`src/rtl/alu_op_issuer.sv`:
```
// Clocked valid/ready driver for the Dinter ALU operand interface: issues A/B/sel,
// waits SETTLE cycles, captures out. Optional result checker under ALU_ISSUE_CHECK_EN.
module alu_op_issuer #(
  parameter int unsigned N      = 8,
  parameter int unsigned M      = 16,
  parameter int unsigned SETTLE = 1
) (
  input  logic         clk,
  input  logic         rst_n,
  input  logic         req_valid,
  output logic         req_ready,
  input  logic [N-1:0] req_a,
  input  logic [N-1:0] req_b,
  input  logic [2:0]   req_sel,
  output logic [N-1:0] alu_a,
  output logic [N-1:0] alu_b,
  output logic [2:0]   alu_sel,
  input  logic [M-1:0] alu_out,
  output logic         rsp_valid,
  input  logic         rsp_ready,
  output logic [M-1:0] rsp_data,
  output logic [2:0]   rsp_sel,
  output logic         busy,
  output logic [15:0]  op_count,
  output logic         err
);

  // A settle time of 0 is treated as 1 so the capture always follows the drive edge.
  localparam int unsigned SettleEff = (SETTLE == 0) ? 1 : SETTLE;
  localparam int unsigned CntW      = (SettleEff > 1) ? $clog2(SettleEff) : 1;
  localparam logic [CntW-1:0] CntLoad = CntW'(SettleEff - 1);

  typedef enum logic [1:0] {StIdle, StWait, StResp} state_e;

  state_e          state_q;
  logic [CntW-1:0] cnt_q;
  logic            capture;

  assign capture = (state_q == StWait) && (cnt_q == '0);

  always_ff @(posedge clk or negedge rst_n) begin
    if (!rst_n) begin
      state_q   <= StIdle;
      cnt_q     <= '0;
      req_ready <= 1'b1;
      alu_a     <= '0;
      alu_b     <= '0;
      alu_sel   <= '0;
      rsp_valid <= 1'b0;
      rsp_data  <= '0;
      rsp_sel   <= '0;
      busy      <= 1'b0;
      op_count  <= '0;
    end else begin
      unique case (state_q)
        StIdle: begin
          if (req_valid) begin
            alu_a     <= req_a;
            alu_b     <= req_b;
            alu_sel   <= req_sel;
            cnt_q     <= CntLoad;
            req_ready <= 1'b0;
            busy      <= 1'b1;
            state_q   <= StWait;
          end
        end
        StWait: begin
          if (capture) begin
            rsp_data  <= alu_out;
            rsp_sel   <= alu_sel;
            rsp_valid <= 1'b1;
            state_q   <= StResp;
          end else begin
            cnt_q <= cnt_q - CntW'(1);
          end
        end
        StResp: begin
          if (rsp_ready) begin
            rsp_valid <= 1'b0;
            req_ready <= 1'b1;
            busy      <= 1'b0;
            op_count  <= op_count + 16'd1;
            state_q   <= StIdle;
          end
        end
        default: state_q <= StIdle;
      endcase
    end
  end

`ifdef ALU_ISSUE_CHECK_EN
  // Every sel code of the attached ALU selects addition, so the check ignores sel.
  logic [N-1:0] sum_n;
  logic [M-1:0] exp_out;
  logic         err_q;

  assign sum_n   = alu_a + alu_b;
  assign exp_out = M'(sum_n);

  always_ff @(posedge clk or negedge rst_n) begin
    if (!rst_n) begin
      err_q <= 1'b0;
    end else if (capture && (alu_out != exp_out)) begin
      err_q <= 1'b1;
    end
  end

  assign err = err_q;
`else
  assign err = 1'b0;
`endif

endmodule
```
`config.mk`:
```
export PLATFORM = sky130hd
export DESIGN_NAME = alu_op_issuer
export DESIGN_NICKNAME = d
export VERILOG_FILES = /design/src/rtl/alu_op_issuer.sv
export SDC_FILE = /design/constraint.sdc
export NUM_CORES = 1
export LEC_CHECK = 0
export CAP_MARGIN = 20
export CORE_UTILIZATION = 24
export DETAILED_ROUTE_END_ITERATION = 7
export PLACE_DENSITY = 0.58
export REMOVE_ABC_BUFFERS = 1
export SYNTH_ARGS = -nofsm -noshare
export SYNTH_HDL_FRONTEND = slang
export SYNTH_SLANG_ARGS = --single-unit
export TNS_END_PERCENT = 50
```
`constraint.sdc`:
```
create_clock -name clk -period 1.75 [get_ports clk]
set_input_delay 0.175 -clock clk [delete_from_list [all_inputs] [get_ports clk]]
set_output_delay 0.175 -clock clk [all_outputs]
set_load 0.01 [all_outputs]
```
==> results of run 1 <==
==> power breakdown <==
group          switching (mW)  internal, mW  total (mW)
Clock                   0.515         0.580        1.09
Sequential              0.357          1.95        2.31
Combinational           0.854          1.57        2.43
Total                    1.73          4.10        5.83
==> cell usage after synthesis (2+ instances only) <==
| library cell | instances |
|---|---|
| sky130_fd_sc_hd__xnor2_1 | 12 |
| sky130_fd_sc_hd__dfrtp_1 | 59 |
| sky130_fd_sc_hd__nand3_1 | 3 |
| sky130_fd_sc_hd__nor2_1 | 5 |
| sky130_fd_sc_hd__xor2_1 | 3 |
| sky130_fd_sc_hd__nand4_1 | 3 |
| sky130_fd_sc_hd__buf_4 | 6 |
| sky130_fd_sc_hd__and4_1 | 2 |
| sky130_fd_sc_hd__nand2_1 | 6 |
| sky130_fd_sc_hd__a21o_1 | 3 |
| sky130_fd_sc_hd__mux2_2 | 38 |
| sky130_fd_sc_hd__inv_1 | 2 |
==> cells by family (layout without fill, tap and decap cells) <==
family / Yosys count / count (layout) / synth area share
DFF: 60 / 60 / 0.633
muxes: 39 / 39 / 0.185
and+or+nand+nor: 28 / 28 / 0.0807
xor gates and xnor gates: 15 / 15 / 0.0554
buffers and inverters: 8 / 118 / 0.0221
AOI/OAI and AO/OA: 6 / 6 / 0.0169
adders and majority gates: 1 / 1 / 0.00527
other: 1 / 1 / 0.00158
==> area by class of cell <==
class | count | area share
Inverter | 2 | 0.00203
Sequential cell | 60 | 0.406
Clock buffer | 13 | 0.0430
Multi-Input combinational cell | 90 | 0.224
Timing Repair Buffer | 101 | 0.279
Clock inverter | 2 | 0.00271
Tap cell | 129 | 0.0436
==> sequential cells by signal, indices dropped and copies added (netlist names) <==
| signal | cells |
|---|---|
| rsp_valid | 1 |
| state_q | 2 |
| alu_a | 8 |
| cnt_q | 1 |
| rsp_sel | 3 |
| alu_sel | 3 |
| req_ready | 1 |
| alu_b | 8 |
| op_count | 16 |
| busy | 1 |
| rsp_data | 16 |
==> worst min-delay path by stage <==
stage	start	to	slack [ns]	cells past startpoint
finish	rst_n	op_count[5]	0.39	2
global route	rst_n	op_count[4]	0.43	2
CTS	rst_n	op_count[5]	0.40	2
detailed placement	rst_n	op_count[5]	0.24	1
global placement	rst_n	op_count[5]	0.24	1
floorplan	rst_n	alu_a[0]	-0.12	0
==> metal layers <==
metal | up-vias | routed length [um] | GRT usage
met1 | 805 | 2240 | 0.128
met2 | 68 | 2320 | 0.169
li1 | 756 | - | -
met4 | 0 | 31 | 0.0334
met5 | - | 0 | 0
met3 | 4 | 516 | 0.0690
==> impl_metrics.env, run 1 <==
export IMPL_pin_count_of_the_biggest_net_entering_global_routing=26
export IMPL_postSynthRegisterBits=60
export IMPL_max_slew_margin_rel=0.588
export IMPL_path_depth=1
export IMPL_critPathCaptureType="output port"
export IMPL_p_leak_nw=1.55
export IMPL_worstSetupEndpoint="req_ready"
export IMPL_clock_skew_final_ns=0.00325
export IMPL_cp_start_kind="flip-flop"
export IMPL_tritoncts_num_buffers=9
export IMPL_cts_num_sinks=60
export IMPL_power_per_cell_area_nw_per_um2=1580
export IMPL_clk_path_buf_depth=2
export IMPL_tritoncts_clock_tree="built"
export IMPL_yosys_area_top_type_share=0.622
export IMPL_layout_cells_most_common="sky130_fd_sc_hd__clkdlybuf4s50_1"
export IMPL_nets=304
export IMPL_number_of_antenna_violations_at_the_first_check_in_global_routing=0
export IMPL_h_tree_level_count=3
export IMPL_ys_warnings_count=0
export IMPL_reg2regPathDepth=4
export IMPL_hold_viol_final=0
export IMPL_required_ns=1.57
export IMPL_initial_drt_pass_iterations=2
export IMPL_seq_area_frac_synth=0.633
export IMPL_starting_utilization_of_the_core_area=0.252
export IMPL_synth_edf_count=0
export IMPL_dieHeight_um=101
export IMPL_core_rows=35
export IMPL_critical_path_peak_fanout=2
export IMPL_cts_repair_resize_count=0
export IMPL_postRouteAntennaNets=0
export IMPL_post_dp_cell_area_sq_um=3520
export IMPL_coreArea_sq_um=9420
export IMPL_vias=1633
export IMPL_nFillCells=935
export IMPL_largest_area_contributor_in_the_synthesized_netlist="sky130_fd_sc_hd__dfrtp_1"
export IMPL_worst_path_largest_cell_delay_ns=0.55
export IMPL_critPathLaunch="req_ready"
export IMPL_fmax_mhz=632
export IMPL_postCtsSetupBuffers=0
export IMPL_areaGrowthSynthToFinish_pct=55.8
export IMPL_run_status="finished, final reports clean"
export IMPL_destination_of_the_worst_register_to_register_timing_path="op_count[10]"
export IMPL_final_period_minus_worst_setup_slack_ns=1.58
export IMPL_worst_pin_slew_ns=0.618
export IMPL_worst_case_vdd_ir_drop_mv=0.784
export IMPL_reg2reg_slack_ns=0.26
export IMPL_avgSynthCellArea_sq_um=15.0
export IMPL_post_layout_total_power_mw=5.83
export IMPL_max_cap_viols=0
export IMPL_numPortBuffers=95
export IMPL_crit_path_cell_trace="clkdlybuf4s50_1"
export IMPL_num_antenna_cells=0
export IMPL_fin_cells=397
export IMPL_setup_slack_ns=0.168
export IMPL_placed_cells_incl_taps=381
export IMPL_post_route_cell_area_sq_um=3700
export IMPL_synth_top_cells_by_area="sky130_fd_sc_hd__dfrtp_1 (62%), sky130_fd_sc_hd__mux2_2 (18%), sky130_fd_sc_hd__xnor2_1 (4.4%)"
export IMPL_layout_worst_path_cycle_share=0.904
export IMPL_startpoint_of_the_lowest_slack_register_to_register_path="state_q[1]"
export IMPL_cts_root_buffer="sky130_fd_sc_hd__clkbuf_8"
export IMPL_vias_per_cell=4.11
export IMPL_finalSetupViolCount=0
export IMPL_num_io_pins=97
export IMPL_die_width_um=101
export IMPL_drc=0
export IMPL_path_delay_family="buffers and inverters"
export IMPL_wp_buf_inv=1
export IMPL_grt_ovfl_total=0
export IMPL_synthesized_area_sq_um=2370
export IMPL_vias_in_the_first_global_route=1750
export IMPL_gp_routability_congestion=0.697
export IMPL_wire_length_of_the_first_global_routing_pass_mm=8.38
export IMPL_worst_setup_path_type="flip-flop to output port"
export IMPL_hold_path_class="input pin to async pin"
export IMPL_rsz0062_at_grt="false"
export IMPL_fin_worst_hold_slack_ns=0.390
export IMPL_ys_flop_type="sky130_fd_sc_hd__dfrtp_1"
export IMPL_timing_critical_path_arrival_ns=1.41
export IMPL_timing_critical_path_slowest_stage_cell="sky130_fd_sc_hd__clkdlybuf4s50_1"
export IMPL_wl_per_cell_um=12.9
export IMPL_fp_dieArea_sq_um=10300
export IMPL_dp_final_hpwl_mm=3.65
export IMPL_pre_cts_slack_ns=0.0721
export IMPL_synth_cells=158
export IMPL_hold_buffers=1
export IMPL_yosys_cell_types_count=28
export IMPL_drtIter0Drc=25
export IMPL_multi_input_area_sq_um=827
export IMPL_drive_above_1_share=0.239
export IMPL_ys_async_sr_fraction=1.00
export IMPL_finalWirelength_mm=5.11
export IMPL_clock_network_latency_to_the_later_pin_of_the_worst_skew_pair_ns=0.33
export IMPL_setup_total_negative_slack_ns=0
export IMPL_area_sequential_sq_um=1500
export IMPL_clk_pin_slew_ns=0.06
export IMPL_layout_common_cells="sky130_fd_sc_hd__clkdlybuf4s50_1 (94), sky130_fd_sc_hd__dfrtp_1 (59), sky130_fd_sc_hd__mux2_2 (38)"
export IMPL_grt_usage=0.110
export IMPL_slew_viol_final=0
export IMPL_postLayoutCoreUtil=0.393
Power figures use the tool's default switching activity.
==> inputs of run 2 (changes only) <==
--- a/config.mk
+++ b/config.mk
@@ -9,6 +9,7 @@
 export CORE_UTILIZATION = 24
 export DETAILED_ROUTE_END_ITERATION = 7
 export PLACE_DENSITY = 0.58
+export RECOVER_POWER = 50
 export REMOVE_ABC_BUFFERS = 1
 export SYNTH_ARGS = -nofsm -noshare
 export SYNTH_HDL_FRONTEND = slang
==> constraint.sdc (replaced) <==
create_clock -name clk -period 1.9 [get_ports clk]
set_input_delay 0.19 -clock clk [delete_from_list [all_inputs] [get_ports clk]]
set_output_delay 0.19 -clock clk [all_outputs]
set_load 0.01 [all_outputs]
==> impl_metrics.env, run 2 (same netlist as run 1, synthesis figures left out) <==
export IMPL_wp_buf_inv=1
export IMPL_initial_drt_pass_iterations=3
export IMPL_hold_buffers=1
export IMPL_power_per_cell_area_nw_per_um2=1460
export IMPL_path_delay_family="flip-flops"
export IMPL_met2_track_demand_over_resource_in_global_routing=0.163
export IMPL_pre_cts_slack_ns=0.262
export IMPL_core_rows=35
export IMPL_gr_usage_met3=0.0635
export IMPL_clock_skew_final_ns=0.00718
export IMPL_timing_critical_path_slowest_stage_cell="sky130_fd_sc_hd__dfstp_2"
export IMPL_hold_viol_final=0
export IMPL_max_cap_viols=0
export IMPL_dieHeight_um=101
export IMPL_hold_path_class="input pin to async pin"
export IMPL_cts_num_sinks=60
export IMPL_drc=0
export IMPL_groute_layer_met1_usage=0.119
export IMPL_fp_dieArea_sq_um=10300
export IMPL_nets=305
export IMPL_drtIter0Drc=34
export IMPL_reg2regPathDepth=4
export IMPL_tritoncts_num_buffers=9
export IMPL_cts_root_buffer="sky130_fd_sc_hd__clkbuf_8"
export IMPL_layout_common_cells="sky130_fd_sc_hd__clkdlybuf4s50_1 (78), sky130_fd_sc_hd__dfrtp_1 (59), sky130_fd_sc_hd__mux2_2 (38)"
export IMPL_biggestRegsByFlops="op_count (16), rsp_data (16)"
export IMPL_layout_worst_path_cycle_share=0.841
export IMPL_num_antenna_cells=0
export IMPL_num_io_pins=97
export IMPL_nFillCells=923
export IMPL_final_period_minus_worst_setup_slack_ns=1.60
export IMPL_grt_usage=0.105
export IMPL_fin_worst_hold_slack_ns=0.409
export IMPL_wire_length_of_the_first_global_routing_pass_mm=8.08
export IMPL_clock_network_latency_to_the_later_pin_of_the_worst_skew_pair_ns=0.33
export IMPL_tritoncts_clock_tree="built"
export IMPL_coreArea_sq_um=9420
export IMPL_destination_of_the_worst_register_to_register_timing_path="op_count[9]"
export IMPL_p_leak_nw=1.53
export IMPL_pin_count_of_the_biggest_net_entering_global_routing=38
export IMPL_gr_max_usage_layer="met2"
export IMPL_crit_path_cell_trace="clkdlybuf4s50_1"
export IMPL_drive_above_1_share=0.238
export IMPL_postCtsSetupBuffers=0
export IMPL_numPortBuffers=95
export IMPL_vias_per_cell=4.05
export IMPL_wl_per_cell_um=12.3
export IMPL_dp_final_hpwl_mm=3.63
export IMPL_required_ns=1.71
export IMPL_cp_start_kind="flip-flop"
export IMPL_h_tree_level_count=3
export IMPL_vias=1611
export IMPL_layout_cells_most_common="sky130_fd_sc_hd__clkdlybuf4s50_1"
export IMPL_clk_path_buf_depth=2
export IMPL_finalSetupViolCount=0
export IMPL_slew_viol_final=0
export IMPL_worst_case_vdd_ir_drop_mv=0.718
export IMPL_startpoint_of_the_lowest_slack_register_to_register_path="state_q[1]"
export IMPL_critical_path_peak_fanout=2
export IMPL_fmax_mhz=626
export IMPL_die_width_um=101
export IMPL_max_slew_margin_rel=0.394
export IMPL_postRouteAntennaNets=0
export IMPL_run_status="finished, final reports clean"
export IMPL_path_depth=1
export IMPL_vias_in_the_first_global_route=1743
export IMPL_timing_critical_path_arrival_ns=1.41
export IMPL_rsz0062_at_grt="false"
export IMPL_gp_routability_congestion=0.674
export IMPL_number_of_antenna_violations_at_the_first_check_in_global_routing=0
export IMPL_setup_total_negative_slack_ns=0
export IMPL_worst_setup_path_type="flip-flop to output port"
export IMPL_grt_ovfl_total=0
export IMPL_clk_pin_slew_ns=0.07
export IMPL_finalWirelength_mm=4.91
export IMPL_worst_path_largest_cell_delay_ns=0.54
export IMPL_worst_pin_slew_ns=0.909
export IMPL_cts_repair_resize_count=0
export IMPL_areaGrowthSynthToFinish_pct=54.8
export IMPL_setup_slack_ns=0.301
export IMPL_critPathCaptureType="output port"
export IMPL_reg2reg_slack_ns=0.32
export IMPL_starting_utilization_of_the_core_area=0.252
## run 2: metrics by stage
| stage | std cells | utilization | area [sq um] | total power [mW] |
|---|---|---|---|---|
| final | 398 | 0.390 | 3670 | 5.35 |
| after global routing | 398 | 0.390 | 3670 | 5.73 |
| after CTS | 398 | 0.392 | 3690 | 5.58 |
| after detailed placement | 382 | 0.371 | 3490 | 4.39 |
| after global placement | 382 | 0.371 | 3490 | 4.37 |
| after floorplan | 152 | - | 2330 | 3.06 |
## run 2: layout make-up
cell class	count	area (sq um)	share of cell area
Clock buffer	11	141	0.0385
Clock inverter	4	50.0	0.0136
Inverter	2	7.51	0.00204
Multi-Input combinational cell	90	815	0.222
Sequential cell	60	1500	0.409
Tap cell	129	161	0.0439
Timing Repair Buffer	102	997	0.271
## run 2: power breakdown
part	switching (mW)	internal, mW	total (mW)	leakage [nW]
Clock	0.488	0.632	1.12	0.0914
Sequential	0.306	1.79	2.10	0.730
Combinational	0.781	1.35	2.13	0.704
## run 2: worst max-delay path by stage
stage,start,end,slack (ns)
CTS,req_ready,req_ready,0.26
global route,state_q[1],op_count[9],0.17
floorplan,state_q[0],alu_a[0],-0.07
detailed placement,rsp_ready,op_count[10],0.26
global placement,req_valid,alu_b[7],0.26
finish,req_ready,req_ready,0.30
## run 2: per-layer routing
metal	wire length [um]	vias to the layer above	share of wire
met2	2220	67	0.45
met5	0	-	0
met1	2060	782	0.42
li1	-	754	-
met3	562	8	0.11
met4	64	0	0.013
## run 2: tightest hold or removal path: stages
cell and delay (ns):
sky130_fd_sc_hd__dlygate4sd3_1 0.53, sky130_fd_sc_hd__clkbuf_1 0.11, sky130_fd_sc_hd__buf_4 0.30
==> inputs of run 3 (changes only) <==
--- a/config.mk
+++ b/config.mk
@@ -8,7 +8,7 @@
 export CAP_MARGIN = 20
 export CORE_UTILIZATION = 24
 export DETAILED_ROUTE_END_ITERATION = 7
-export PLACE_DENSITY = 0.58
+export PLACE_DENSITY = 0.6
 export RECOVER_POWER = 50
 export REMOVE_ABC_BUFFERS = 1
 export SYNTH_ARGS = -nofsm -noshare
==> constraint.sdc (replaced) <==
create_clock -name clk -period 1.35 [get_ports clk]
set_input_delay 0.135 -clock clk [delete_from_list [all_inputs] [get_ports clk]]
set_output_delay 0.135 -clock clk [all_outputs]
set_load 0.01 [all_outputs]
==> impl_metrics.env, run 3 (same netlist as run 1, synthesis figures left out) <==
export IMPL_timing_critical_path_arrival_ns=1.65
export IMPL_areaGrowthSynthToFinish_pct=66.5
export IMPL_slew_viol_final=0
export IMPL_starting_utilization_of_the_core_area=0.252
export IMPL_finalWirelength_mm=5.36
export IMPL_num_io_pins=97
export IMPL_die_width_um=101
export IMPL_drtIter0Drc=39
export IMPL_required_ns=1.56
export IMPL_nFillCells=884
export IMPL_hold_viol_final=0
export IMPL_cts_num_sinks=60
export IMPL_violations_in_the_final_reports="setup timing"
export IMPL_fin_cells=422
export IMPL_cell_depth_of_the_worst_min_delay_path=2
export IMPL_p_clk_frac=0.223
export IMPL_core_rows=35
export IMPL_layout_worst_path_cycle_share=1.06
export IMPL_tritoncts_clock_tree="built"
export IMPL_wire_length_of_the_first_global_routing_pass_mm=8.58
export IMPL_reg2regPathDepth=4
export IMPL_worst_pin_slew_ns=0.826
export IMPL_finalSetupViolCount=30
export IMPL_clk_path_buf_depth=2
export IMPL_numPortBuffers=95
export IMPL_fmax_mhz=696
export IMPL_placed_cells_incl_taps=393
export IMPL_run_status="finished, violations left"
export IMPL_h_tree_level_count=3
export IMPL_hold_path_class="input pin to flip-flop"
export IMPL_coreArea_sq_um=9420
export IMPL_vias_per_cell=4.05
export IMPL_fp_dieArea_sq_um=10300
export IMPL_clock_network_latency_to_the_later_pin_of_the_worst_skew_pair_ns=0.33
export IMPL_postLayoutCoreUtil=0.420
export IMPL_post_dp_cell_area_sq_um=3600
export IMPL_cts_root_buffer="sky130_fd_sc_hd__clkbuf_8"
export IMPL_dieHeight_um=101
export IMPL_layout_common_cells="sky130_fd_sc_hd__dfrtp_1 (57), sky130_fd_sc_hd__dlygate4sd2_1 (56), sky130_fd_sc_hd__clkdlybuf4s50_1 (37)"
export IMPL_layout_cells_most_common="sky130_fd_sc_hd__dfrtp_1"
export IMPL_clk_pin_slew_ns=0.07
export IMPL_tritoncts_num_buffers=9
export IMPL_hold_path_end="alu_sel[1]"
export IMPL_number_of_antenna_violations_at_the_first_check_in_global_routing=0
export IMPL_clock_skew_final_ns=0.00646
export IMPL_startpoint_of_the_lowest_slack_register_to_register_path="state_q[1]"
export IMPL_critPathLaunch="state_q[1]"
export IMPL_critical_path_peak_fanout=5
export IMPL_power_share_of_the_sequential_group=0.365
export IMPL_biggestRegsByFlops="op_count (16), rsp_data (16)"
export IMPL_destination_of_the_worst_register_to_register_timing_path="rsp_sel[2]"
export IMPL_pin_count_of_the_biggest_net_entering_global_routing=61
export IMPL_power_switching_mw=2.41
export IMPL_num_antenna_cells=0
export IMPL_drive_above_1_share=0.331
export IMPL_max_slew_margin_rel=0.449
export IMPL_postRouteAntennaNets=0
export IMPL_nets=328
export IMPL_wl_per_cell_um=12.7
export IMPL_netSwitchingFraction=0.300
export IMPL_drc=0
export IMPL_rsz0062_at_grt="true"
export IMPL_worst_case_vdd_ir_drop_mv=0.947
export IMPL_pwr_share_comb=0.412
export IMPL_grt_ovfl_total=0
export IMPL_max_cap_viols=0
export IMPL_cp_start_kind="flip-flop"
export IMPL_vias=1709
export IMPL_vias_in_the_first_global_route=1824
export IMPL_grt_usage=0.110
export IMPL_initial_drt_pass_iterations=4
export IMPL_worst_setup_path_type="flip-flop to flip-flop"
export IMPL_setup_slack_ns=-0.0873
export IMPL_critPathCaptureType="flip-flop"
export IMPL_timing_hold_worst_start="req_sel[1]"
export IMPL_final_period_minus_worst_setup_slack_ns=1.44
export IMPL_p_int_mw=5.61
export IMPL_reg2reg_slack_ns=-0.09
export IMPL_dp_final_hpwl_mm=3.46
export IMPL_power_per_cell_area_nw_per_um2=2030
export IMPL_pre_cts_slack_ns=-0.203
export IMPL_gp_routability_congestion=0.706
export IMPL_post_route_cell_area_sq_um=3950
export IMPL_p_leak_nw=1.89
==> run 3: changes by cell type in the layout (fill, tap and decap cells not counted), sizes merged <==
cell	change
dlygate4sd3	-16
buf	+24
clkdlybuf4s50	-41
dlygate4sd2	+56
clkinv	+2
bufinv	+1
clkinvlp	-2
==> run 3: metrics by stage <==
stage               hold slack, ns  TNS (ns)  total power, mW
floorplan                   -0.161    -23.21             4.30
global placement             0.175     -6.68             6.29
detailed placement           0.173     -6.66             6.33
CTS                          0.346    -0.573             7.97
global route                 0.390     -3.52             8.54
finish                       0.414    -0.745             8.01
==> run 3: worst max-delay path by stage <==
stage                    to  slack, ns  cells past startpoint
2_1_floorplan      alu_a[0]      -0.62                      3
3_3_place_gp       alu_b[0]      -0.20                      5
3_5_place_dp    op_count[6]      -0.20                      6
4_1_cts        rsp_data[12]      -0.06                      4
5_1_grt         op_count[6]      -0.15                      7
6_report         rsp_sel[2]      -0.09                      4
==> run 3: routing by layer <==
layer	GRT usage	routed length, um	vias up
met4	0.0301	21	0
li1	-	-	809
met3	0.0697	508	2
met1	0.133	2450	832
met2	0.164	2380	66
met5	0	0	-
==> run 3: final cells by class <==
cell class | instances | area [sq um] | share of cell area
Sequential cell | 60 | 1510 | 0.381
Timing Repair Buffer | 125 | 1120 | 0.284
Multi-Input combinational cell | 90 | 940 | 0.238
Tap cell | 129 | 161 | 0.0408
Clock buffer | 11 | 141 | 0.0358
Clock inverter | 5 | 75.1 | 0.0190
Inverter | 2 | 7.51 | 0.00190
==> run 3: repair_timing <==
action,CTS,global route
cloned,1,1
hold endpoints to repair,59,0
gates resized for setup,72,27
buffers inserted,11,1
hold buffers,1,0
pin swaps,5,4
setup endpoints to repair,100,52
==> run 3: power by group through the flow <==
stage | clock network, mW | registers (mW) | logic (mW)
after floorplan | 0 | 3.30 | 1.01
after global placement | 0 | 2.97 | 3.32
after detailed placement | 0 | 2.99 | 3.34
after CTS | 1.86 | 2.93 | 3.17
after global routing | 1.94 | 3.04 | 3.56
final | 1.79 | 2.92 | 3.30
==> run 3: worst max-delay path, cell delays in order, from the launching register on <==
cell	delay [ns]
sky130_fd_sc_hd__dfrtp_2	0.44
sky130_fd_sc_hd__nor3b_4	0.30
sky130_fd_sc_hd__buf_4	0.17
sky130_fd_sc_hd__buf_8	0.12
sky130_fd_sc_hd__mux2_4	0.30
